File: src/rtl/post_code_buffer_pkg.sv
// post_pkg: shared constants, FSM encoding and hold-time default for the POST code path
package post_pkg;
  localparam logic [15:0] POST_IO_ADDR = 16'h0080;
  typedef enum logic {ST_IDLE = 1'b0, ST_HOLD = 1'b1} post_state_t;
`ifdef SIMULATE_DESIGN
  localparam int HOLD_MS_DEFAULT = 4;
`else
  localparam int HOLD_MS_DEFAULT = 250;
`endif
endpackage

File: src/rtl/post_code_buffer_if.sv
// post_code_buffer_if: host I/O write bus snooped for POST codes
interface post_code_buffer_if;
  logic        IoWrStb;
  logic [15:0] IoAddr;
  logic [7:0]  IoData;
  modport master (output IoWrStb, IoAddr, IoData);
  modport slave  (input  IoWrStb, IoAddr, IoData);
endinterface

File: src/rtl/post_code_fifo.sv
// post_code_fifo: sync FIFO with flush; a push while full drops the oldest entry
module post_code_fifo #(
  parameter int DEPTH = 8,
  parameter int WIDTH = 8
) (
  input  logic                     Mclk,
  input  logic                     ResetN,
  input  logic                     push,
  input  logic                     pop,
  input  logic                     flush,
  input  logic [WIDTH-1:0]         wr_data,
  output logic [WIDTH-1:0]         rd_data,
  output logic [$clog2(DEPTH):0]   count,
  output logic                     empty,
  output logic                     full
);
  localparam int AW = $clog2(DEPTH);
  logic [WIDTH-1:0] mem [DEPTH];
  logic [AW-1:0]    wr_ptr, rd_ptr;
  logic             adv_rd;
  assign empty   = count == '0;
  assign full    = count == (AW+1)'(DEPTH);
  assign rd_data = mem[rd_ptr];
  // a pop and an overwrite on the same edge both retire just the head entry
  assign adv_rd  = (pop && !empty) || (push && full);
  always_ff @(posedge Mclk or negedge ResetN) begin
    if (!ResetN) begin
      wr_ptr <= '0;
      rd_ptr <= '0;
      count  <= '0;
    end else if (flush) begin
      wr_ptr <= '0;
      rd_ptr <= '0;
      count  <= '0;
    end else begin
      if (push) wr_ptr <= wr_ptr + 1'b1;
      if (adv_rd) rd_ptr <= rd_ptr + 1'b1;
      if (push && !adv_rd) count <= count + 1'b1;
      else if (!push && adv_rd) count <= count - 1'b1;
    end
  end
  always_ff @(posedge Mclk) if (push && !flush) mem[wr_ptr] <= wr_data;
endmodule

File: src/rtl/post_code_buffer.sv
// post_code_buffer: captures POST port writes and shows each code for a minimum hold time
module post_code_buffer
  import post_pkg::*;
#(
  parameter int          DEPTH   = 8,
  parameter int          HOLD_MS = HOLD_MS_DEFAULT,
  parameter logic [15:0] IO_ADDR = POST_IO_ADDR
) (
  input  logic                   Mclk,
  input  logic                   ResetN,
  post_code_buffer_if.slave      io,
  input  logic                   Strobe1ms,
  input  logic                   Clear,
  output logic [7:0]             BiosPostData,
  output logic                   PostValid,
  output logic [7:0]             LastCode,
  output logic [$clog2(DEPTH):0] Count,
  output logic                   Overflow
);
  localparam logic [9:0] HOLD_LAST = 10'(HOLD_MS - 1);
  post_state_t state, state_nxt;
  logic [9:0]  hold_cnt, hold_nxt;
  logic [7:0]  rd_data;
  logic        accept, pop, expire, empty, full;
  assign accept = io.IoWrStb && io.IoAddr == IO_ADDR && !Clear;
  post_code_fifo #(.DEPTH(DEPTH), .WIDTH(8)) u_fifo (
    .Mclk    (Mclk),
    .ResetN  (ResetN),
    .push    (accept),
    .pop     (pop),
    .flush   (Clear),
    .wr_data (io.IoData),
    .rd_data (rd_data),
    .count   (Count),
    .empty   (empty),
    .full    (full)
  );
  always_comb begin
    state_nxt = state;
    hold_nxt  = hold_cnt;
    pop       = 1'b0;
    expire    = state == ST_HOLD && Strobe1ms && hold_cnt == HOLD_LAST;
    if ((state == ST_IDLE || expire) && !empty) begin
      pop       = 1'b1;
      state_nxt = ST_HOLD;
      hold_nxt  = '0;
    end else if (expire) begin
      state_nxt = ST_IDLE;
      hold_nxt  = '0;
    end else if (state == ST_HOLD && Strobe1ms && hold_cnt != '1) begin
      hold_nxt  = hold_cnt + 1'b1;
    end
  end
  always_ff @(posedge Mclk or negedge ResetN) begin
    if (!ResetN) state <= ST_IDLE;
    else state <= Clear ? ST_IDLE : state_nxt;
  end
  always_ff @(posedge Mclk or negedge ResetN) begin
    if (!ResetN) begin
      hold_cnt     <= '0;
      BiosPostData <= 8'h00;
      PostValid    <= 1'b0;
      LastCode     <= 8'h00;
      Overflow     <= 1'b0;
    end else if (Clear) begin
      hold_cnt     <= '0;
      BiosPostData <= 8'h00;
      PostValid    <= 1'b0;
      LastCode     <= 8'h00;
      Overflow     <= 1'b0;
    end else begin
      hold_cnt <= hold_nxt;
      if (accept) LastCode <= io.IoData;
      // only flag a loss when the head is overwritten rather than displayed
      if (accept && full && !pop) Overflow <= 1'b1;
      if (pop) begin
        BiosPostData <= rd_data;
        PostValid    <= 1'b1;
      end
    end
  end
endmodule

File: src/flat_wrapper.sv
// flat-port wrapper written by rule: the top's interface ports become plain ports
module post_code_buffer_flat import post_pkg::*;
#(
  parameter int          DEPTH   = 8,
  parameter int          HOLD_MS = HOLD_MS_DEFAULT,
  parameter logic [15:0] IO_ADDR = POST_IO_ADDR
)
  (Mclk, ResetN, Strobe1ms, Clear, BiosPostData, PostValid, LastCode, Count, Overflow, io_IoWrStb, io_IoAddr, io_IoData);
  post_code_buffer_if io_i ();
  input  logic Mclk;
  input  logic ResetN;
  input  logic Strobe1ms;
  input  logic Clear;
  output logic [7:0] BiosPostData;
  output logic PostValid;
  output logic [7:0] LastCode;
  output logic [$clog2(DEPTH):0] Count;
  output logic Overflow;
  input wire logic [$bits(io_i.IoWrStb)-1:0] io_IoWrStb;
  input wire logic [$bits(io_i.IoAddr)-1:0] io_IoAddr;
  input wire logic [$bits(io_i.IoData)-1:0] io_IoData;
  assign io_i.IoWrStb = io_IoWrStb;
  assign io_i.IoAddr = io_IoAddr;
  assign io_i.IoData = io_IoData;
  post_code_buffer #(.DEPTH(DEPTH), .HOLD_MS(HOLD_MS), .IO_ADDR(IO_ADDR)) u_core (.Mclk(Mclk), .ResetN(ResetN), .io(io_i), .Strobe1ms(Strobe1ms), .Clear(Clear), .BiosPostData(BiosPostData), .PostValid(PostValid), .LastCode(LastCode), .Count(Count), .Overflow(Overflow));
endmodule
File: config.mk
export PLATFORM = sky130hd
export DESIGN_NAME = post_code_buffer_flat
export DESIGN_NICKNAME = d
export VERILOG_FILES = /design/src/rtl/post_code_buffer_pkg.sv /design/src/rtl/post_code_buffer_if.sv /design/src/rtl/post_code_fifo.sv /design/src/rtl/post_code_buffer.sv /design/src/flat_wrapper.sv
export SDC_FILE = /design/constraint.sdc
export NUM_CORES = 1
export LEC_CHECK = 0
export ABC_AREA = 1
export BUFFER_PORTS_ARGS = -buffer_cell sky130_fd_sc_hd__clkbuf_2
export CAP_MARGIN = 20
export CELL_PAD_IN_SITES_DETAIL_PLACEMENT = 1
export CELL_PAD_IN_SITES_GLOBAL_PLACEMENT = 2
export CORE_ASPECT_RATIO = 1.5
export CORE_MARGIN = 2
export CORE_UTILIZATION = 34
export DETAILED_ROUTE_END_ITERATION = 10
export PLACE_DENSITY = 0.72
export SYNTH_ARGS = -nofsm -noshare
export SYNTH_HDL_FRONTEND = slang
export SYNTH_SLANG_ARGS = --single-unit
File: constraint.sdc
create_clock -name Mclk -period 2.1 [get_ports Mclk]
set_clock_uncertainty 0.15 [all_clocks]
set_input_delay 0.105 -clock Mclk [delete_from_list [all_inputs] [get_ports Mclk]]
set_output_delay 0.105 -clock Mclk [all_outputs]
set_load 0.05 [all_outputs]
# After elaboration in Yosys (flattened, before gate mapping)
# Memory sizes are Yosys's and may differ from the RTL's.
# Cells that the tools add are included.
[totals] ff_bits=39 mem_bits_rw=64 inputBits=29 output_inout_bits=22 elab_cells=72 mem_count=1
[op_classes] addsub=5 eq_ne=4 muxes=25 bitwise_logic=1 n_reduce_logical=27
[memory_table] memory="u_core.u_fifo.mem" words=8 width=8 read_ports=1 rd_clocked_by_memory_dff=0 write_ports=1 line_no="post_code_fifo.sv:18" rtl="logic [WIDTH-1:0] mem [DEPTH];"
[op_table] operator="2-to-1 mux 10 bit" count=4
[op_table] operator="2-to-1 mux 8 bit" count=4
[op_table] operator="equality test 16 x 8 -> 1 bit (second input constant)" count=1
[op_table] operator="logical AND 1 bit" count=12
[op_table] operator="2-to-1 mux 3 bit" count=4
[op_table] operator="2-to-1 mux 4 bit" count=3
[op_table] operator="adder 10 x 1 -> 10 bit (second input constant)" count=1
[op_table] operator="equality test 10 x 8 -> 1 bit (second input constant)" count=1
[op_table] operator="2-to-1 mux 1 bit" count=10
[op_table] operator="!= test 10 bit (second input constant)" count=1
[op_table] operator="nonzero test 2 bit" count=4
[op_table] operator="adder 3 x 1 -> 3 bit (second input constant)" count=2
[op_table] operator="nonzero test 3 bit" count=2
[op_table] operator="logical NOT 1 bit" count=5
[op_table] operator="adder 4 x 1 -> 4 bit (second input constant)" count=1
[op_table] operator="equality test 4 bit (second input constant)" count=1
[op_table] operator="logical NOT 4 bit" count=1
[op_table] operator="nonzero test 4 bit" count=1
[op_table] operator="subtractor 4 x 1 -> 4 bit (second input constant)" count=1
[op_table] operator="logical OR 1 bit" count=2
[op_table] operator="inverter 1 bit" count=1

# Longest topological paths before layout
[logic_depth] ltp_word=11 mapped_depth=19

# Hierarchy
# A second synthesis with hierarchy kept.
[hier_totals] hier_cells=469 area_unflattened_um2=4719.5
[by_module_without_submodules] module="post_code_fifo" n_inst=1 cells_each=276 area_per_inst_um2=3200.6 seq_area_each_um2=2172.1
[by_module_without_submodules] module="post_code_buffer" n_inst=1 cells_each=193 area_per_inst_um2=1519.0 seq_area_each_um2=725.7

# Worst setup path after synthesis
# Ideal clock, no wire load.
[synth_path] path_kind="flip-flop to flip-flop" from="register u_core.u_fifo.count[0]" to="register u_core.u_fifo.count[3]" setup_time_ns=0.118 arrival_time_ns=2.199 required_time_ns=1.832 setup_slack_ns=-0.367 path_stages_with_launch=16 cell_sequence="dfrtp_1 inv_1 nand4_1 nand2_4 nand3_2 ha_1 a21oi_1 nand2_1 nand2_1 nand2_1 inv_1 nand4_1 nand2_1 inv_1 nand2_1 nand2_1"
[synth_via] elab_chain_cells=10
[synth_lines] element="start, declared" line_no="post_code_fifo.sv:13" rtl="output logic [$clog2(DEPTH):0] count,"
[synth_lines] element="start signal, assigned" line_no="post_code_fifo.sv:38" rtl="if (push && !adv_rd) count <= count + 1'b1;"
[synth_lines] element="start signal, assigned" line_no="post_code_fifo.sv:39" rtl="else if (!push && adv_rd) count <= count - 1'b1;"
[synth_lines] element="logical NOT 4 bit" line_no="post_code_fifo.sv:21" rtl="assign empty = count == '0;"
[synth_lines] element="logical NOT 1 bit" line_no="post_code_fifo.sv:25, post_code_buffer.sv:43"
[synth_lines] element="logical AND 1 bit" line_no="post_code_buffer.sv:43" rtl="if ((state == ST_IDLE || expire) && !empty) begin"
[synth_lines] element="2-to-1 mux 1 bit" line_no="post_code_buffer.sv:43"
[synth_lines] element="logical AND 1 bit" line_no="post_code_fifo.sv:25" rtl="assign adv_rd = (pop && !empty) || (push && full);"
[synth_lines] element="logical OR 1 bit" line_no="post_code_fifo.sv:25"
[synth_lines] element="logical NOT 1 bit" line_no="post_code_fifo.sv:38"
[synth_lines] element="logical AND 1 bit" line_no="post_code_fifo.sv:38"
[synth_lines] element="2-to-1 mux 4 bit" line_no="post_code_fifo.sv:38"
[synth_lines] element="2-to-1 mux 4 bit" line_no="post_code_fifo.sv:31" rtl="end else if (flush) begin"
# Parallel ways exist; a longest one is shown, timed or not. The select of a mux whose other input is x is not followed.
# A chain may end at the register's enable or synchronous reset.

# Final worst setup path
[layout_path] from="register u_core.hold_cnt[1]" to="register u_core.u_fifo.count[3]"
[layout_via] elab_chain_cells=11
[layout_lines] element="start, declared" line_no="post_code_buffer.sv:22" rtl="logic [9:0] hold_cnt, hold_nxt;"
[layout_lines] element="start signal, assigned" line_no="post_code_buffer.sv:72" rtl="hold_cnt <= hold_nxt;"
[layout_lines] element="equality test 10 x 8 -> 1 bit (*)" line_no="post_code_buffer.sv:42" rtl="expire = state == ST_HOLD && Strobe1ms && hold_cnt == HOLD_LAST;"
[layout_lines] element="logical AND 1 bit (*)" line_no="post_code_buffer.sv:42"
[layout_lines] element="logical OR 1 bit (*)" line_no="post_code_buffer.sv:43"
[layout_lines] element="logical AND 1 bit (*)" line_no="post_code_buffer.sv:43"
[layout_lines] element="2-to-1 mux 1 bit (*)" line_no="post_code_buffer.sv:43"
[layout_lines] element="logical AND 1 bit (*)" line_no="post_code_fifo.sv:25"
[layout_lines] element="logical OR 1 bit (*)" line_no="post_code_fifo.sv:25"
[layout_lines] element="logical NOT 1 bit" line_no="post_code_fifo.sv:38"
[layout_lines] element="logical AND 1 bit" line_no="post_code_fifo.sv:38"
[layout_lines] element="2-to-1 mux 4 bit" line_no="post_code_fifo.sv:38"
[layout_lines] element="2-to-1 mux 4 bit" line_no="post_code_fifo.sv:31"
# Every way passes the cells marked *; elsewhere a longest branch is shown, timed or not.

==> flow_metrics.py <==
metrics = {
    "run_status": {
        "status": "complete, but fails checks",
        "violations": "negative setup slack",
    },
    "yosys": {
        "synth.most_common_cell": "nand2_1",
        "synth.yosys.seq_area_share_pct": 63.4,
        "ys_types": 34,
        "ys_ff_latch": 103,
        "synth-main-ff-cell": "edfxtp_1",
        "synthTopCellsByArea": "edfxtp_1 (42%), dfrtp_1 (21%), nand2_1 (6.8%)",
        "synth.top_cell.area_share_pct": 42.0,
        "synth_edf_count": 64,
        "synth_nets": 472,
        "synthTopCellsByCount": "nand2_1 (83), nor2_1 (75), edfxtp_1 (64)",
        "syn_avg_cell_area_um2": 10.5,
        "yosysWarnings": 0,
        "syn_area_um2": 4570,
        "synth_cells": 436,
        "async_flop_share_pct": 37.9,
        "synth_top_cell_by_area": "edfxtp_1",
    },
    "sta": {
        "fin_ws_ns": -0.0735,
        "rsz0062_at_grt": "yes",
        "hold_violations": 0,
        "slew_viol_final": 0,
        "relSlewSlack_pct": 64.3,
        "setup_viol": 3,
        "clock.fmax_ghz": 0.460,
        "post-route-min-period_ns": 2.17,
        "min_period_over_period_pct": 103,
        "tightest_slew_ns": 0.535,
    },
    "critical_path": {
        "crit_path_end_kind": "flop",
        "path_class": "reg2reg",
        "cp_max_fo": 4,
        "r2r-start": "u_core.hold_cnt[1]",
        "critPathLaunchType": "flop",
        "worst-endpoint-required_ns": 2.18,
        "startpoint": "u_core.hold_cnt[1]",
        "crit_arrival_ns": 2.26,
    },
    "finish": {
        "nets": 575,
        "nFillCells": 1441,
        "antenna_cells": 0,
        "layout-drive-gt1-share_pct": 26.3,
        "final_cells": 703,
        "area_growth_pct": 26.6,
    },
    "placed_design": {
        "pre_cts_slack_ns": -0.123,
        "io_buffers": 50,
        "dpl.hpwl_mm": 8.96,
        "gp_congestion": 0.824,
        "dp.cells": 674,
    },
    "global_route": {
        "grt_pass1_vias": 3898,
        "groute.usage.overall_pct": 18.0,
        "antenna_found_initial": 0,
        "globalRouteOverflowTotal": 0,
        "grt_max_degree": 40,
        "grt_pass1_wl_mm": 20.0,
    },
    "detailed_routing": {
        "vias_per_cell": 5.03,
        "wl_per_cell_um": 17.6,
        "routed_wl_mm": 12.3,
        "firstDrtPassIters": 4,
        "num_vias": 3539,
        "drc_errors": 0,
        "ant_nets": 0,
        "initialDrtViolationCount": 108,
    },
    "pwr": {
        "leakage_nw": 2.49,
        "powerDensity_nw_per_um2": 1090,
        "peakVddDrop_mv": 0.577,
    },
    "clocking": {
        "cts.sinks": 103,
        "cts-root-buf": "clkbuf_16",
        "cts_tree": "yes",
        "cts_inserted_buffers": 9,
        "cts_buffer_depth": 2,
        "htree_num_levels": 3,
        "clk-insertion-delay-late_ns": 0.34,
        "clk_pin_slew_ns": 0.07,
    },
    "floorplan": {
        "fp.dieW_um": 98.7,
        "die_area_um2": 14400,
        "io_pins": 51,
        "rows": 51,
        "fp.coreArea_um2": 13100,
        "start_util_pct": 34.9,
        "fp.dieH_um": 146,
    },
    "hold_path": {
        "hp-start": "Clear",
        "hp-class": "in2reg",
    },
    "run": {
        "maxCapViolations": 0,
    },
}
[cell families after synthesis]
group / Yosys count / share of synthesized area [%]
AND/OR/NAND/NOR: 214 / 20.7
flip-flops: 103 / 63.4
AO/OA/AOI/OAI: 62 / 8.76
buffers and inverters: 44 / 3.89
adder cells (fa/ha/maj): 7 / 2.08
XOR/XNOR: 6 / 1.15
[path summary, 6_finish.rpt]
| kind | slack [ns] | end | depth (start not counted) |
|---|---|---|---|
| max reg2reg | -0.07 | u_core.u_fifo.count[3] | 19 |
| min reg2reg | 0.33 | u_core.BiosPostData[4] | 2 |
| max in group asynchronous | 1.19 | u_core.u_fifo.count[3] | 3 |
| min in group asynchronous | 0.21 | u_core.u_fifo.count[1] | 3 |
| min | 0.03 | u_core.PostValid | 3 |
| max | -0.07 | u_core.u_fifo.count[3] | 19 |
[placed cells by master, fill, tap and decap left out, types with 3 or more instances in the layout]
| cell | synthesis | final |
|---|---|---|
| inv_2 | 1 | 3 |
| inv_6 | 0 | 3 |
| dfrtp_1 | 39 | 35 |
| xor2_1 | 5 | 5 |
| clkbuf_16 | 0 | 9 |
| dlygate4sd3_1 | 0 | 9 |
| dfrtp_2 | 0 | 4 |
| o21ai_0 | 21 | 21 |
| nand2_1 | 83 | 83 |
| edfxtp_1 | 64 | 64 |
| nand4_1 | 9 | 9 |
| nand3_1 | 16 | 15 |
| nand2_2 | 7 | 7 |
| inv_1 | 28 | 26 |
| a21oi_1 | 10 | 9 |
| o32ai_1 | 16 | 16 |
| ha_1 | 6 | 4 |
| a22o_1 | 8 | 8 |
| nand3_2 | 3 | 3 |
| nor3_1 | 10 | 10 |
| buf_4 | 2 | 45 |
| clkbuf_2 | 1 | 50 |
| nor2_1 | 75 | 75 |
| o21ai_1 | 7 | 7 |
[cell type report]
class	instances	area, µm²	share of cell area, %
flip-flops and latches	103	2900	50.2
multi-input cells	289	1540	26.7
repair buffers	106	718	12.4
clock buffers	9	225	3.89
well taps	159	199	3.44
inverters	30	113	1.95
clock inverters	7	86.3	1.49
[where the power goes]
group | internal, mW | switching [mW] | total [mW]
Clock | 0.955 | 0.796 | 1.75
Sequential | 2.30 | 0.0888 | 2.38
Combinational | 0.682 | 1.48 | 2.16
[critical path: stages, from the launching register on]
cell	delay, ns
dfrtp_1	0.38
inv_1	0.06
ha_2	0.16
nand2_1	0.05
nor2_1	0.08
nand3_1	0.08
nand2_2	0.10
nand2_4	0.06
nand3_4	0.08
ha_4	0.21
a21oi_2	0.13
nand2_1	0.06
nand2_1	0.05
nand2_1	0.07
inv_1	0.05
nand4_1	0.08
nand2_1	0.07
inv_1	0.04
nand2_1	0.05
nand2_1	0.05
[flip-flops by register name (all words and copies together) (netlist names)]
register,cells
u_core.u_fifo.count,4
u_core.PostValid,1
u_core.Overflow,1
u_core.state,1
u_core.u_fifo.rd_ptr,3
u_core.LastCode,8
u_core.BiosPostData,8
u_core.u_fifo.wr_ptr,3
u_core.hold_cnt,10
u_core.u_fifo.mem,64
[per-stage QoR]
stage | setup TNS, ns | power [mW] | hold WS, ns | util (%) | cell area [µm²]
floorplan | -0.859 | 3.83 | -0.341 | - | 4600
global placement | -0.0475 | 4.50 | 0.0550 | 40.8 | 5330
detailed placement | -0.146 | 4.58 | 0.0676 | 40.8 | 5330
CTS | -0.0950 | 6.38 | 0.0286 | 44.0 | 5750
global route | -0.663 | 6.67 | 0.0263 | 44.2 | 5790
finish | -0.154 | 6.30 | 0.0275 | 44.2 | 5790
[routing by layer]
layer	GRT usage [%]	vias up	part of all wire, %
met5	0	-	0
met4	8.22	0	3.5
met2	33.8	52	57
li1	-	1711	-
met1	19.4	1755	38
met3	3.03	21	2.2
[repair_timing]
action                                  4_1_cts  5_1_grt
hold endpoints to repair                    107        0
endpoints found under the setup margin        2       11
buffers inserted                              2        2
resized for setup                             1        3
gates cloned                                  0        0
pin swaps                                     4        1
hold buffers                                  9        0
Power figures use the tool's default switching activity.
